`src/rtl/led_seq_pkg.sv`:
```
// led_seq_pkg: mode and gesture encodings, pattern seeds
// and the per-step pattern rules of the LED sequencer.
package led_seq_pkg;

  typedef enum logic [2:0] {
    ALL_ON   = 3'd0,
    SHIFT_L  = 3'd1,
    SHIFT_R  = 3'd2,
    CONVERGE = 3'd3,
    DIVERGE  = 3'd4,
    OFF      = 3'd5
  } mode_t;

  typedef enum logic [1:0] {
    G_IDLE   = 2'd0,
    G_PRESS  = 2'd1,
    G_GAP    = 2'd2,
    G_COMMIT = 2'd3
  } gstate_t;

  localparam logic [7:0] SEED_ALL_ON   = 8'hff;
  localparam logic [7:0] SEED_SHIFT_L  = 8'h01;
  localparam logic [7:0] SEED_SHIFT_R  = 8'h80;
  localparam logic [7:0] SEED_CONVERGE = 8'h81;
  localparam logic [7:0] SEED_DIVERGE  = 8'h18;
  localparam logic [7:0] SEED_OFF      = 8'h00;

  function automatic logic [7:0] seed_of(mode_t m);
    logic [7:0] s;
    case (m)
      ALL_ON:   s = SEED_ALL_ON;
      SHIFT_L:  s = SEED_SHIFT_L;
      SHIFT_R:  s = SEED_SHIFT_R;
      CONVERGE: s = SEED_CONVERGE;
      DIVERGE:  s = SEED_DIVERGE;
      default:  s = SEED_OFF;
    endcase
    return s;
  endfunction

  // Corrupted CONVERGE/DIVERGE values fall back to the seed.
  function automatic logic [7:0] next_pat(
    mode_t      m,
    logic [7:0] p
  );
    logic [7:0] n;
    n = p;
    case (m)
      SHIFT_L: n = {p[6:0], p[7]};
      SHIFT_R: n = {p[0], p[7:1]};
      CONVERGE: begin
        case (p)
          8'h81:   n = 8'h42;
          8'h42:   n = 8'h24;
          8'h24:   n = 8'h18;
          default: n = SEED_CONVERGE;
        endcase
      end
      DIVERGE: begin
        case (p)
          8'h18:   n = 8'h24;
          8'h24:   n = 8'h42;
          8'h42:   n = 8'h81;
          default: n = SEED_DIVERGE;
        endcase
      end
      default: n = p;
    endcase
    return n;
  endfunction

endpackage

```
`src/rtl/button_debouncer.sv`:
```
// button_debouncer: 2-flop synchroniser plus a
// consecutive-sample debouncer for an active-low button.
module button_debouncer #(
  parameter int DEBOUNCE_CYC = 4
) (
  input  logic pclk,
  input  logic rst_n,
  input  logic button,
  output logic pressed
);

  localparam int DW = $clog2(DEBOUNCE_CYC + 1);
  localparam logic [DW-1:0] CNT_LAST =
    DW'(DEBOUNCE_CYC - 1);

  logic          sync1;
  logic          sync2;
  logic [DW-1:0] cnt;

  // sync2 == pressed means the synced level disagrees
  // with the debounced state (button is active-low).
  always_ff @(posedge pclk or negedge rst_n) begin
    if (!rst_n) begin
      sync1   <= 1'b1;
      sync2   <= 1'b1;
      cnt     <= '0;
      pressed <= 1'b0;
    end else begin
      sync1 <= button;
      sync2 <= sync1;
      if (sync2 == pressed) begin
        if (cnt == CNT_LAST) begin
          pressed <= ~sync2;
          cnt     <= '0;
        end else begin
          cnt <= cnt + DW'(1);
        end
      end else begin
        cnt <= '0;
      end
    end
  end

endmodule

```
`src/rtl/led_mode_sequencer.sv`:
```
// led_mode_sequencer: button gestures select an LED mode;
// patterns step on a prescaled tick. LEG_ACTIVE_LOW_EN inverts leg.
module led_mode_sequencer
  import led_seq_pkg::*;
#(
  parameter int DEBOUNCE_CYC = 4,
  parameter int SHORT_MAX    = 20,
  parameter int LONG_MIN     = 50,
  parameter int CLICK_GAP    = 16,
  parameter int STEP_DIV     = 8,
  parameter int CNT_W        = 8
) (
  input  logic       pclk,
  input  logic       rst_n,
  input  logic       button,
  input  logic       enable,
  output logic [7:0] leg,
  output logic [2:0] mode,
  output logic       step_tick
);

  localparam int PW = $clog2(STEP_DIV);
  localparam logic [PW-1:0] PCNT_LAST =
    PW'(STEP_DIV - 1);
  localparam logic [CNT_W-1:0] CNT_MAX   = '1;
  localparam logic [CNT_W-1:0] SHORT_LEN =
    CNT_W'(SHORT_MAX);
  localparam logic [CNT_W-1:0] LONG_LEN  =
    CNT_W'(LONG_MIN);
  localparam logic [CNT_W-1:0] GAP_LEN   =
    CNT_W'(CLICK_GAP);

  logic             pressed;
  gstate_t          gst;
  logic [CNT_W-1:0] press_len;
  logic [CNT_W-1:0] gap_cnt;
  logic [1:0]       click_cnt;
  mode_t            mode_q;
  mode_t            dec_mode;
  logic [7:0]       pat;
  logic [PW-1:0]    pcnt;
  logic             commit;
  logic             tick;

  button_debouncer #(
    .DEBOUNCE_CYC(DEBOUNCE_CYC)
  ) u_deb (
    .pclk   (pclk),
    .rst_n  (rst_n),
    .button (button),
    .pressed(pressed)
  );

  assign commit = (gst == G_COMMIT);
  assign tick   = enable && (pcnt == PCNT_LAST);

  always_comb begin
    dec_mode = SHIFT_R;
    if (click_cnt == 2'd3) begin
      dec_mode = DIVERGE;
    end else if (click_cnt == 2'd2) begin
      dec_mode = CONVERGE;
    end else if (press_len < SHORT_LEN) begin
      dec_mode = ALL_ON;
    end else if (press_len < LONG_LEN) begin
      dec_mode = SHIFT_L;
    end else begin
      dec_mode = SHIFT_R;
    end
  end

  // Only the first press of a gesture sets press_len.
  always_ff @(posedge pclk or negedge rst_n) begin
    if (!rst_n) begin
      gst       <= G_IDLE;
      press_len <= '0;
      gap_cnt   <= '0;
      click_cnt <= 2'd0;
    end else begin
      unique case (gst)
        G_IDLE: begin
          if (pressed) begin
            gst       <= G_PRESS;
            click_cnt <= 2'd1;
            press_len <= CNT_W'(1);
            gap_cnt   <= '0;
          end
        end
        G_PRESS: begin
          if (!pressed) begin
            gst     <= G_GAP;
            gap_cnt <= '0;
          end else if (click_cnt == 2'd1 &&
                       press_len != CNT_MAX) begin
            press_len <= press_len + CNT_W'(1);
          end
        end
        G_GAP: begin
          if (pressed && gap_cnt < GAP_LEN) begin
            gst <= G_PRESS;
            if (click_cnt != 2'd3)
              click_cnt <= click_cnt + 2'd1;
          end else if (gap_cnt >= GAP_LEN) begin
            gst <= G_COMMIT;
          end else if (gap_cnt != CNT_MAX) begin
            gap_cnt <= gap_cnt + CNT_W'(1);
          end
        end
        G_COMMIT: begin
          gst <= G_IDLE;
        end
        default: begin
          gst <= G_IDLE;
        end
      endcase
    end
  end

  // A commit overrides any step due on the same edge.
  always_ff @(posedge pclk or negedge rst_n) begin
    if (!rst_n) begin
      mode_q <= OFF;
      pat    <= SEED_OFF;
      pcnt   <= '0;
    end else if (commit) begin
      mode_q <= dec_mode;
      pat    <= seed_of(dec_mode);
      pcnt   <= '0;
    end else if (enable) begin
      if (pcnt == PCNT_LAST) begin
        pcnt <= '0;
        pat  <= next_pat(mode_q, pat);
      end else begin
        pcnt <= pcnt + PW'(1);
      end
    end
  end

  assign mode      = mode_q;
  assign step_tick = tick;

`ifdef LEG_ACTIVE_LOW_EN
  assign leg = ~pat;
`else
  assign leg = pat;
`endif

endmodule

```
`config.mk`:
```
export PLATFORM = sky130hd
export DESIGN_NAME = led_mode_sequencer
export DESIGN_NICKNAME = d
export VERILOG_FILES = /design/src/rtl/led_seq_pkg.sv /design/src/rtl/button_debouncer.sv /design/src/rtl/led_mode_sequencer.sv
export SDC_FILE = /design/constraint.sdc
export NUM_CORES = 1
export LEC_CHECK = 0
export CAP_MARGIN = 40
export CORE_MARGIN = 2
export CORE_UTILIZATION = 51
export DETAILED_ROUTE_END_ITERATION = 8
export PLACE_DENSITY = 0.73
export SYNTH_ARGS = -nofsm -noshare
export SYNTH_HDL_FRONTEND = slang
export SYNTH_SLANG_ARGS = --single-unit
```
`constraint.sdc`:
```
create_clock -name pclk -period 1.75 [get_ports pclk]
set_clock_uncertainty 0.15 [all_clocks]
set_input_delay 0.2625 -clock pclk [delete_from_list [all_inputs] [get_ports pclk]]
set_output_delay 0.2625 -clock pclk [all_outputs]
set_load 0.02 [all_outputs]
```
# == Word level (Yosys, flattened, before mapping) ==
# Index checks and enable logic that the tools add are counted.
# word_totals
regBits,40
word_cells,106
# classes
n_addsub,5
reduce_logical,17
magnitude_cmp,4
n_eq_ne,34
n_mux,34
bitwise_logic,1
# ops
operator,n
8-bit two-way mux,11
8-bit case mux with 3 select lines,3
8-bit case mux with 5 select lines,1
8-bit case mux with 4 select lines,1
2-bit two-way mux,9
3-bit two-way mux,6
8-bit by 1-bit adder with 8-bit output (second input constant),2
8-bit by 5-bit < comparator with 1-bit output (second input constant),2
2-bit != test (second input constant),8
8-bit != test (second input constant),2
8-bit case mux with 2 select lines,1
3-bit by 2-bit == test with 1-bit output (second input constant),5
3-bit == test (second input constant),3
2-bit == test (second input constant),4
8-bit by 5-bit == test with 1-bit output (second input constant),1
8-bit by 6-bit == test with 1-bit output (second input constant),1
8-bit by 7-bit == test with 1-bit output (second input constant),1
8-bit == test (second input constant),1
8-bit by 5-bit greater-or-equal comparator with 1-bit output (second input constant),1
8-bit by 6-bit < comparator with 1-bit output (second input constant),1
2-bit case mux with 4 select lines,1
4-bit AND reduction,2
2-bit nonzero test,4
3-bit by 1-bit adder with 3-bit output (second input constant),2
other kinds (16),22

# == Depth between registers and ports, before layout ==
# Gate-level depths: netlist of run 1.
# logic_depth
ltp_word,8
ltp_mapped,7
mapped_depth_nobuf,7

# == Hierarchy ==
# Synthesis of run 1 repeated with hierarchy kept, for this count alone.
# hier_totals
cells_unflattened,251
hier_area_um2,2321.0
# by_module_without_submodules
mod,cells_per_inst,area_per_inst_um2,instances
led_mode_sequencer,237,2107.0,1
button_debouncer,14,214.0,1

# == Worst setup path after synthesis of run 1 ==
# No wires, ideal clock.
# synth_path
kind,register to register
from,reg mode_q[2] (netlist: mode[2])
to,reg pat[3] (netlist: leg[3])
t_arrival_ns,1.690
setup_slack_ns,-0.226
stages_incl_launch_ff,6
required_ns,1.464
path_cell_list,dfstp_2 -> or3b_1 -> a21boi_1 -> nor2_1 -> a311oi_1 -> a21oi_1
# synth_via
elab_chain_cells,5
elab_cells_between_ends,10
cone_classes,eq/ne (4); mux (4); reduce/logical (2)
# synth_rtl
item,line,source
start: declaration,led_mode_sequencer.sv:38,mode_t mode_q;
start signal: assignment,led_mode_sequencer.sv:126,mode_q <= dec_mode;
"3-bit == test, or another cell as far along",led_seq_pkg.sv:48,case (m)
8-bit case mux with 4 select lines,led_seq_pkg.sv:48,
8-bit two-way mux,led_mode_sequencer.sv:130,if (pcnt == PCNT_LAST) begin
8-bit two-way mux,led_mode_sequencer.sv:129,end else if (enable) begin
8-bit two-way mux,led_mode_sequencer.sv:125,end else if (commit) begin
end signal: assignment,led_mode_sequencer.sv:127,pat <= seed_of(dec_mode);
end signal: assignment,led_mode_sequencer.sv:132,"pat <= next_pat(mode_q, pat);"
end: declaration,led_mode_sequencer.sv:40,logic [7:0] pat;
# Several ways; a longest one is shown, not always the timed one. The select of a mux whose other input is x is not followed.
# A chain may end at the register's enable or synchronous reset.

# == Final worst setup path of run 1 ==
# layout_path
from,reg gap_cnt[4]
to,reg gap_cnt[4]
# layout_via
elab_chain_cells,5
elab_cells_between_ends,13
cone_classes,add/sub (1); order compare (2); eq/ne (4); mux (4); reduce/logical (2)
# layout_rtl
item,line,source
start: declaration,led_mode_sequencer.sv:36,logic [CNT_W-1:0] gap_cnt;
start signal: assignment,led_mode_sequencer.sv:106,gap_cnt <= gap_cnt + CNT_W'(1);
8-bit by 1-bit adder with 8-bit output,led_mode_sequencer.sv:106,
8-bit two-way mux,led_mode_sequencer.sv:105,end else if (gap_cnt != CNT_MAX) begin
8-bit two-way mux,led_mode_sequencer.sv:103,end else if (gap_cnt >= GAP_LEN) begin
8-bit two-way mux,led_mode_sequencer.sv:99,if (pressed && gap_cnt < GAP_LEN) begin
8-bit case mux with 3 select lines,led_mode_sequencer.sv:80,unique case (gst)
# Several ways; a longest one is shown, not always the timed one. The select of a mux whose other input is x is not followed.

==> flow_metrics.py, run 1 <==
metrics = {
    "critical_path": {
        "reg2reg_from": "gap_cnt[4]",
        "startpoint": "gap_cnt[4]",
        "cp-endpoint": "gap_cnt[4]",
        "end_kind": "flop",
        "r2r-end": "gap_cnt[4]",
        "crit_required_ps": 1820,
        "crit_arrival_ps": 2040,
        "cp_max_fo": 4,
        "rr_worst_depth": 6,
        "start_kind": "flop",
        "criticalPathCategory": "reg2reg",
        "rrSetupSlack_ps": -220,
    },
    "global_route": {
        "antenna_found_initial": 0,
        "grt_pass1_vias": 2167,
        "grt_max_degree": 41,
        "grt_overflow": 0,
        "track_usage": 0.2399,
        "grt_pass1_wl_um": 9784,
    },
    "place": {
        "place_inst": 359,
        "hpwl_um": 3943,
        "placed_area_um2": 2872,
        "gp_congestion": 0.8601,
        "port_buffers": 15,
    },
    "timing": {
        "max_freq_mhz": 507.5,
        "drv_slew": 0,
        "min_period_ps": 1970,
        "period_share": 1.126,
        "setup_violations": 16,
        "rsz0062_at_grt": "yes",
        "finalHoldViolations": 0,
        "worst_slew_pin_slew_ps": 510.3,
        "finalWorstSetupSlack_ps": -220.3,
        "max_slew_margin": 0.6598,
    },
    "clock_network": {
        "cts_buffers": 5,
        "h-tree-depth": 2,
        "clk_path_buf_depth": 2,
        "cts_root_buf": "clkbuf_8",
        "cts_tree": "built",
        "insertion_delay_ps": 290,
        "clock_sinks": 40,
        "path_clk_slew_ps": 80,
    },
    "floorplanning": {
        "die_y_um": 71.12,
        "die-area_um2": 5057,
        "core_um2": 4354,
        "initial_utilization": 0.5276,
        "num_io_pins": 16,
        "die_w_um": 71.12,
        "row_count": 24,
    },
    "route": {
        "viasPerCell": 5.683,
        "drtPass1Iterations": 4,
        "ant_nets": 0,
        "routedWlPerCell_um": 16.01,
        "drt_iter0_drc": 123,
        "drc": 0,
        "wl_um": 6053,
        "dr_total_vias": 2148,
    },
    "synthesis": {
        "synth-edff-count": 0,
        "syn_inst": 252,
        "ys_warn_count": 0,
        "synth_area_leader_cell": "dfrtp_1",
        "ys.flop_type": "dfrtp_1",
        "ys_seq_area_frac": 0.4379,
        "yosys.area.top_type_share": 0.3922,
        "syn_area_per_cell_um2": 9.116,
        "syn-num-nets": 266,
        "ys_ff_latch": 40,
        "synth.area.top_cells": "dfrtp_1 (39%), ha_1 (5.4%), a21oi_1 (5.2%)",
        "ys_types": 55,
        "ys_async_sr_fraction": 1.000,
        "synth_area_um2": 2297,
    },
    "cells_and_area": {
        "area_delta_synth_final_pct": 41.94,
        "final_util": 0.7489,
        "antenna_cells": 0,
        "drive_above_1_share": 0.3988,
        "multiInputGateArea_um2": 1474,
        "layout_common_cells": "buf_4 (55), dfrtp_1 (32), nor2_1 (27)",
        "final_cells": 378,
        "fin_nets": 339,
        "final_common_cell": "buf_4",
        "final_cell_area_um2": 3261,
        "num-fill-cells": 311,
        "register_area_um2": 1011,
    },
    "power_and_ir_drop": {
        "ir_worst_vdd_mv": 0.8281,
        "leakagePower_uw": 0.001487,
        "total_power_uw": 5004,
        "power_density_nw_per_um2": 1535,
    },
    "run_status": {
        "violations": "negative setup slack",
        "outcome": "complete, but fails checks",
    },
    "flow_run": {
        "drv_cap": 0,
    },
    "hold_path": {
        "hp-class": "reg2reg",
    },
}
-- power breakdown --
group          total [uW]  switching (uW)  internal, uW
registers            1480             280          1200
logic                2880            1520          1360
clock network         649             328           321
-- stage by stage --
stage | hold WS (ps) | setup slack (ps) | setup TNS (ps)
3_3_place_gp | 197.8 | -140.7 | -1142
4_1_cts | 220.4 | -147.3 | -1132
3_5_place_dp | 203.2 | -169.1 | -1710
5_1_grt | 220.9 | -299.2 | -3266
2_1_floorplan | -183.1 | -138.6 | -798.9
6_report | 212.8 | -220.3 | -1757
-- cell families (layout without fill, tap and decap cells) --
logic type      after synthesis  in the layout  share of synthesized area
xor+xnor                     12             12                    0.04575
compound gates               69             69                     0.1890
simple gates                101            101                     0.2271
fa+ha+maj                    10             10                    0.05447
flops                        40             40                     0.4379
mux                           3              3                    0.01362
buf+inv                      17             91                    0.03213
-- worst max-delay path: stages, from the launching register on --
cell and delay (ps):
dfrtp_1 380, or4_4 570, nor3_4 250, buf_6 160, or2_1 130, a41oi_1 140, nor2_1 120
-- Yosys cell counts, types with 3 or more instances --
master,count
and2_1,3
o31ai_1,3
a22oi_1,6
a31oi_1,3
clkbuf_1,5
nand2_1,26
a21oi_1,24
ha_1,10
nor3_1,7
dfstp_2,4
inv_1,8
nor3b_1,3
nand2b_1,4
o21ai_0,17
xor2_1,8
nand4_1,4
and3_1,4
xnor2_1,4
dfrtp_1,36
nor2_1,32
-- per-layer routing --
metal | global-route usage | share of wire | up-vias
met5 | 0 | 0 | -
met4 | 0.06499 | 0.021 | 0
met3 | 0.03989 | 0.031 | 13
met2 | 0.4226 | 0.53 | 45
met1 | 0.3062 | 0.42 | 1046
li1 | - | - | 1044
-- final cells by class --
cell class              count  share of cell area
clock buffers               7             0.02648
flip-flops and latches     40              0.3101
well taps                  52             0.01995
clock inverters             1            0.002302
inverters                   8            0.009210
multi-input cells         195              0.4520
repair buffers             75              0.1800
-- timing repair --
item / CTS / global route
hold buffers: 1 / 0
buffers inserted: 3 / 8
gates resized for setup: 28 / 57
cloned: 0 / 0
endpoints found under the hold margin: 36 / 0
pin swaps: 6 / 17
endpoints found under the setup margin: 32 / 28
-- state kept, by name, summed over array words and instances (netlist names) --
register       count
gap_cnt            8
leg                8
press_len          8
mode               3
pcnt               3
u_deb.cnt          3
click_cnt          2
gst                2
u_deb.pressed      1
u_deb.sync1        1
u_deb.sync2        1
-- worst min path at each step --
stage / startpoint / endpoint / cells after the start
global route: button / u_deb.sync1 / 1
finish: u_deb.sync1 / u_deb.sync2 / 0
CTS: u_deb.sync1 / u_deb.sync2 / 0
floorplan: rst_n / click_cnt[0] / 0
global placement: rst_n / leg[1] / 2
detailed placement: rst_n / leg[1] / 2
Power figures use the tool's default switching activity.
==> run 2: changes to the inputs <==
--- a/config.mk
+++ b/config.mk
@@ -9,7 +9,9 @@
 export CORE_MARGIN = 2
 export CORE_UTILIZATION = 51
 export DETAILED_ROUTE_END_ITERATION = 8
-export PLACE_DENSITY = 0.73
+export DONT_BUFFER_PORTS = 1
+export HOLD_SLACK_MARGIN = 0.08
+export PLACE_DENSITY = 0.69
 export SYNTH_ARGS = -nofsm -noshare
 export SYNTH_HDL_FRONTEND = slang
 export SYNTH_SLANG_ARGS = --single-unit
==> run 2 against run 1 <==
The flow still finishes with violations (negative setup slack). Power is 3.8% lower. Cell count shrank 2.6%. Sequential cell count stayed put. Final area shrank 2.7%. Sequential share of layout area is 0.71 points higher. Critical path depth did not move. Via count down 2.5%. Utilization down 2.0 points. First-iteration DRC count fell by 11%. Largest cell class unchanged. Largest power group unchanged.
==> flow_metrics.py, run 2 (synthesized netlist as in run 1, its figures left out) <==
metrics = {
    "cells_and_area": {
        "area_delta_synth_final_pct": 38.07,
        "num-fill-cells": 322,
        "drive_above_1_share": 0.3734,
        "final_common_cell": "buf_4",
        "antenna_cells": 0,
        "layout_common_cells": "buf_4 (54), dfrtp_1 (36), nor2_1 (28)",
        "final_util": 0.7284,
        "fin_nets": 329,
    },
    "timing": {
        "period_share": 1.091,
        "worst_slew_pin_slew_ps": 363.0,
        "drv_slew": 0,
        "rsz0062_at_grt": "yes",
        "min_period_ps": 1910,
        "finalWorstSetupSlack_ps": -159.9,
        "setup_violations": 13,
        "holdWs_ps": 168.8,
        "finalHoldViolations": 0,
        "max_slew_margin": 0.7561,
        "max_freq_mhz": 523.6,
        "setup_tns_ps": -1556,
    },
    "global_route": {
        "antenna_found_initial": 0,
        "grt_pass1_vias": 2123,
        "grt_pass1_wl_um": 9335,
        "track_usage": 0.2256,
        "grt_overflow": 0,
        "grt_max_degree": 41,
    },
    "route": {
        "ant_nets": 0,
        "drtPass1Iterations": 4,
        "dr_total_vias": 2094,
        "routedWlPerCell_um": 14.97,
        "drt_iter0_drc": 109,
        "viasPerCell": 5.690,
        "drc": 0,
        "wl_um": 5508,
    },
    "floorplanning": {
        "die-area_um2": 5057,
        "num_io_pins": 16,
        "die_y_um": 71.12,
        "core_um2": 4354,
        "die_w_um": 71.12,
        "row_count": 24,
        "initial_utilization": 0.5276,
    },
    "place": {
        "port_buffers": 0,
        "gp_congestion": 0.8399,
        "hpwl_um": 3774,
    },
    "critical_path": {
        "rrSetupSlack_ps": -160,
        "criticalPathCategory": "reg2reg",
        "end_kind": "flop",
        "rr_worst_depth": 6,
        "start_kind": "flop",
        "reg2reg_from": "gap_cnt[4]",
        "crit_required_ps": 1810,
        "cp_max_fo": 7,
        "r2r-end": "gap_cnt[4]",
        "crit_arrival_ps": 1970,
    },
    "hold_path": {
        "min_to": "pcnt[0]",
        "hp-class": "in2reg",
        "holdCritStartpoint": "enable",
        "hold_path_depth": 3,
    },
    "clock_network": {
        "h-tree-depth": 2,
        "cts_root_buf": "clkbuf_8",
        "clk_path_buf_depth": 2,
        "clock_sinks": 40,
        "insertion_delay_ps": 280,
        "cts_buffers": 5,
        "path_clk_slew_ps": 80,
        "cts_tree": "built",
    },
    "run_status": {
        "violations": "negative setup slack",
        "outcome": "complete, but fails checks",
    },
    "power_and_ir_drop": {
        "ir_worst_vdd_mv": 0.7777,
        "leakagePower_uw": 0.001432,
        "power_density_nw_per_um2": 1518,
    },
    "flow_run": {
        "drv_cap": 0,
    },
}
## run 2: changes by cell type in the layout (fill, tap and decap cells not counted), sizes merged
| cell | previous run | this run |
|---|---|---|
| dlygate4sd3 | 1 | 3 |
| clkinvlp | 1 | 0 |
| buf | 61 | 62 |
| clkbuf | 9 | 8 |
| clkdlybuf4s50 | 2 | 0 |
| dlygate4sd2 | 9 | 0 |
## run 2: metal layers
metal,GRT usage,share of wire,vias up
li1,-,-,1038
met1,0.2862,0.44,1004
met2,0.3915,0.51,44
met3,0.03989,0.039,8
met4,0.07338,0.014,0
met5,0,0,-
## run 2: timing repair
action                                  in CTS  in global routing
pin swaps                                    7                 16
gates resized for setup                     15                 37
endpoints found under the setup margin      19                 26
hold buffers                                 4                  0
buffers inserted                             3                  7
hold endpoints to repair                    44                  0
## run 2: worst max-delay path, stage by stage, from the launching register on
cell and delay (ps):
dfrtp_1 390, or4_4 560, nor3_4 180, buf_6 170, or2_4 130, a41oi_2 130
nor2_1 130
## run 2: where the power goes
| part | switching, uW | internal, uW |
|---|---|---|
| Sequential | 266 | 1190 |
| Combinational | 1430 | 1270 |
| Clock | 303 | 360 |
## run 2: through the flow
step / setup WS (ps) / instances / cell area (um^2) / total power (uW)
2_1_floorplan: -138.6 / 252 / 2337 / 2794
3_3_place_gp: -115.1 / 346 / 2741 / 3585
3_5_place_dp: -162.3 / 346 / 2741 / 3637
4_1_cts: -110.4 / 361 / 2954 / 4455
5_1_grt: -297.9 / 368 / 3172 / 5202
6_report: -159.9 / 368 / 3172 / 4815
## run 2: layout make-up
class	count	area (um^2)	share of cell area
multi-input combinational	195	1428	0.4501
timing repair buffer	65	543.0	0.1712
sequential	40	1006	0.3172
inverter	8	30.03	0.009467
tap	52	65.06	0.02051
clock buffer	8	100.1	0.03156
## run 2: how the worst max path moves through the flow
stage | from | end | cells past startpoint | slack, ps
4_1_cts | gap_cnt[7] | gap_cnt[7] | 6 | -110
2_1_floorplan | mode[2] | leg[3] | 5 | -140
6_report | gap_cnt[4] | gap_cnt[4] | 6 | -160
3_3_place_gp | gap_cnt[7] | gap_cnt[3] | 5 | -120
5_1_grt | leg[2] | leg[7] | 7 | -300
3_5_place_dp | gap_cnt[7] | gap_cnt[7] | 5 | -160
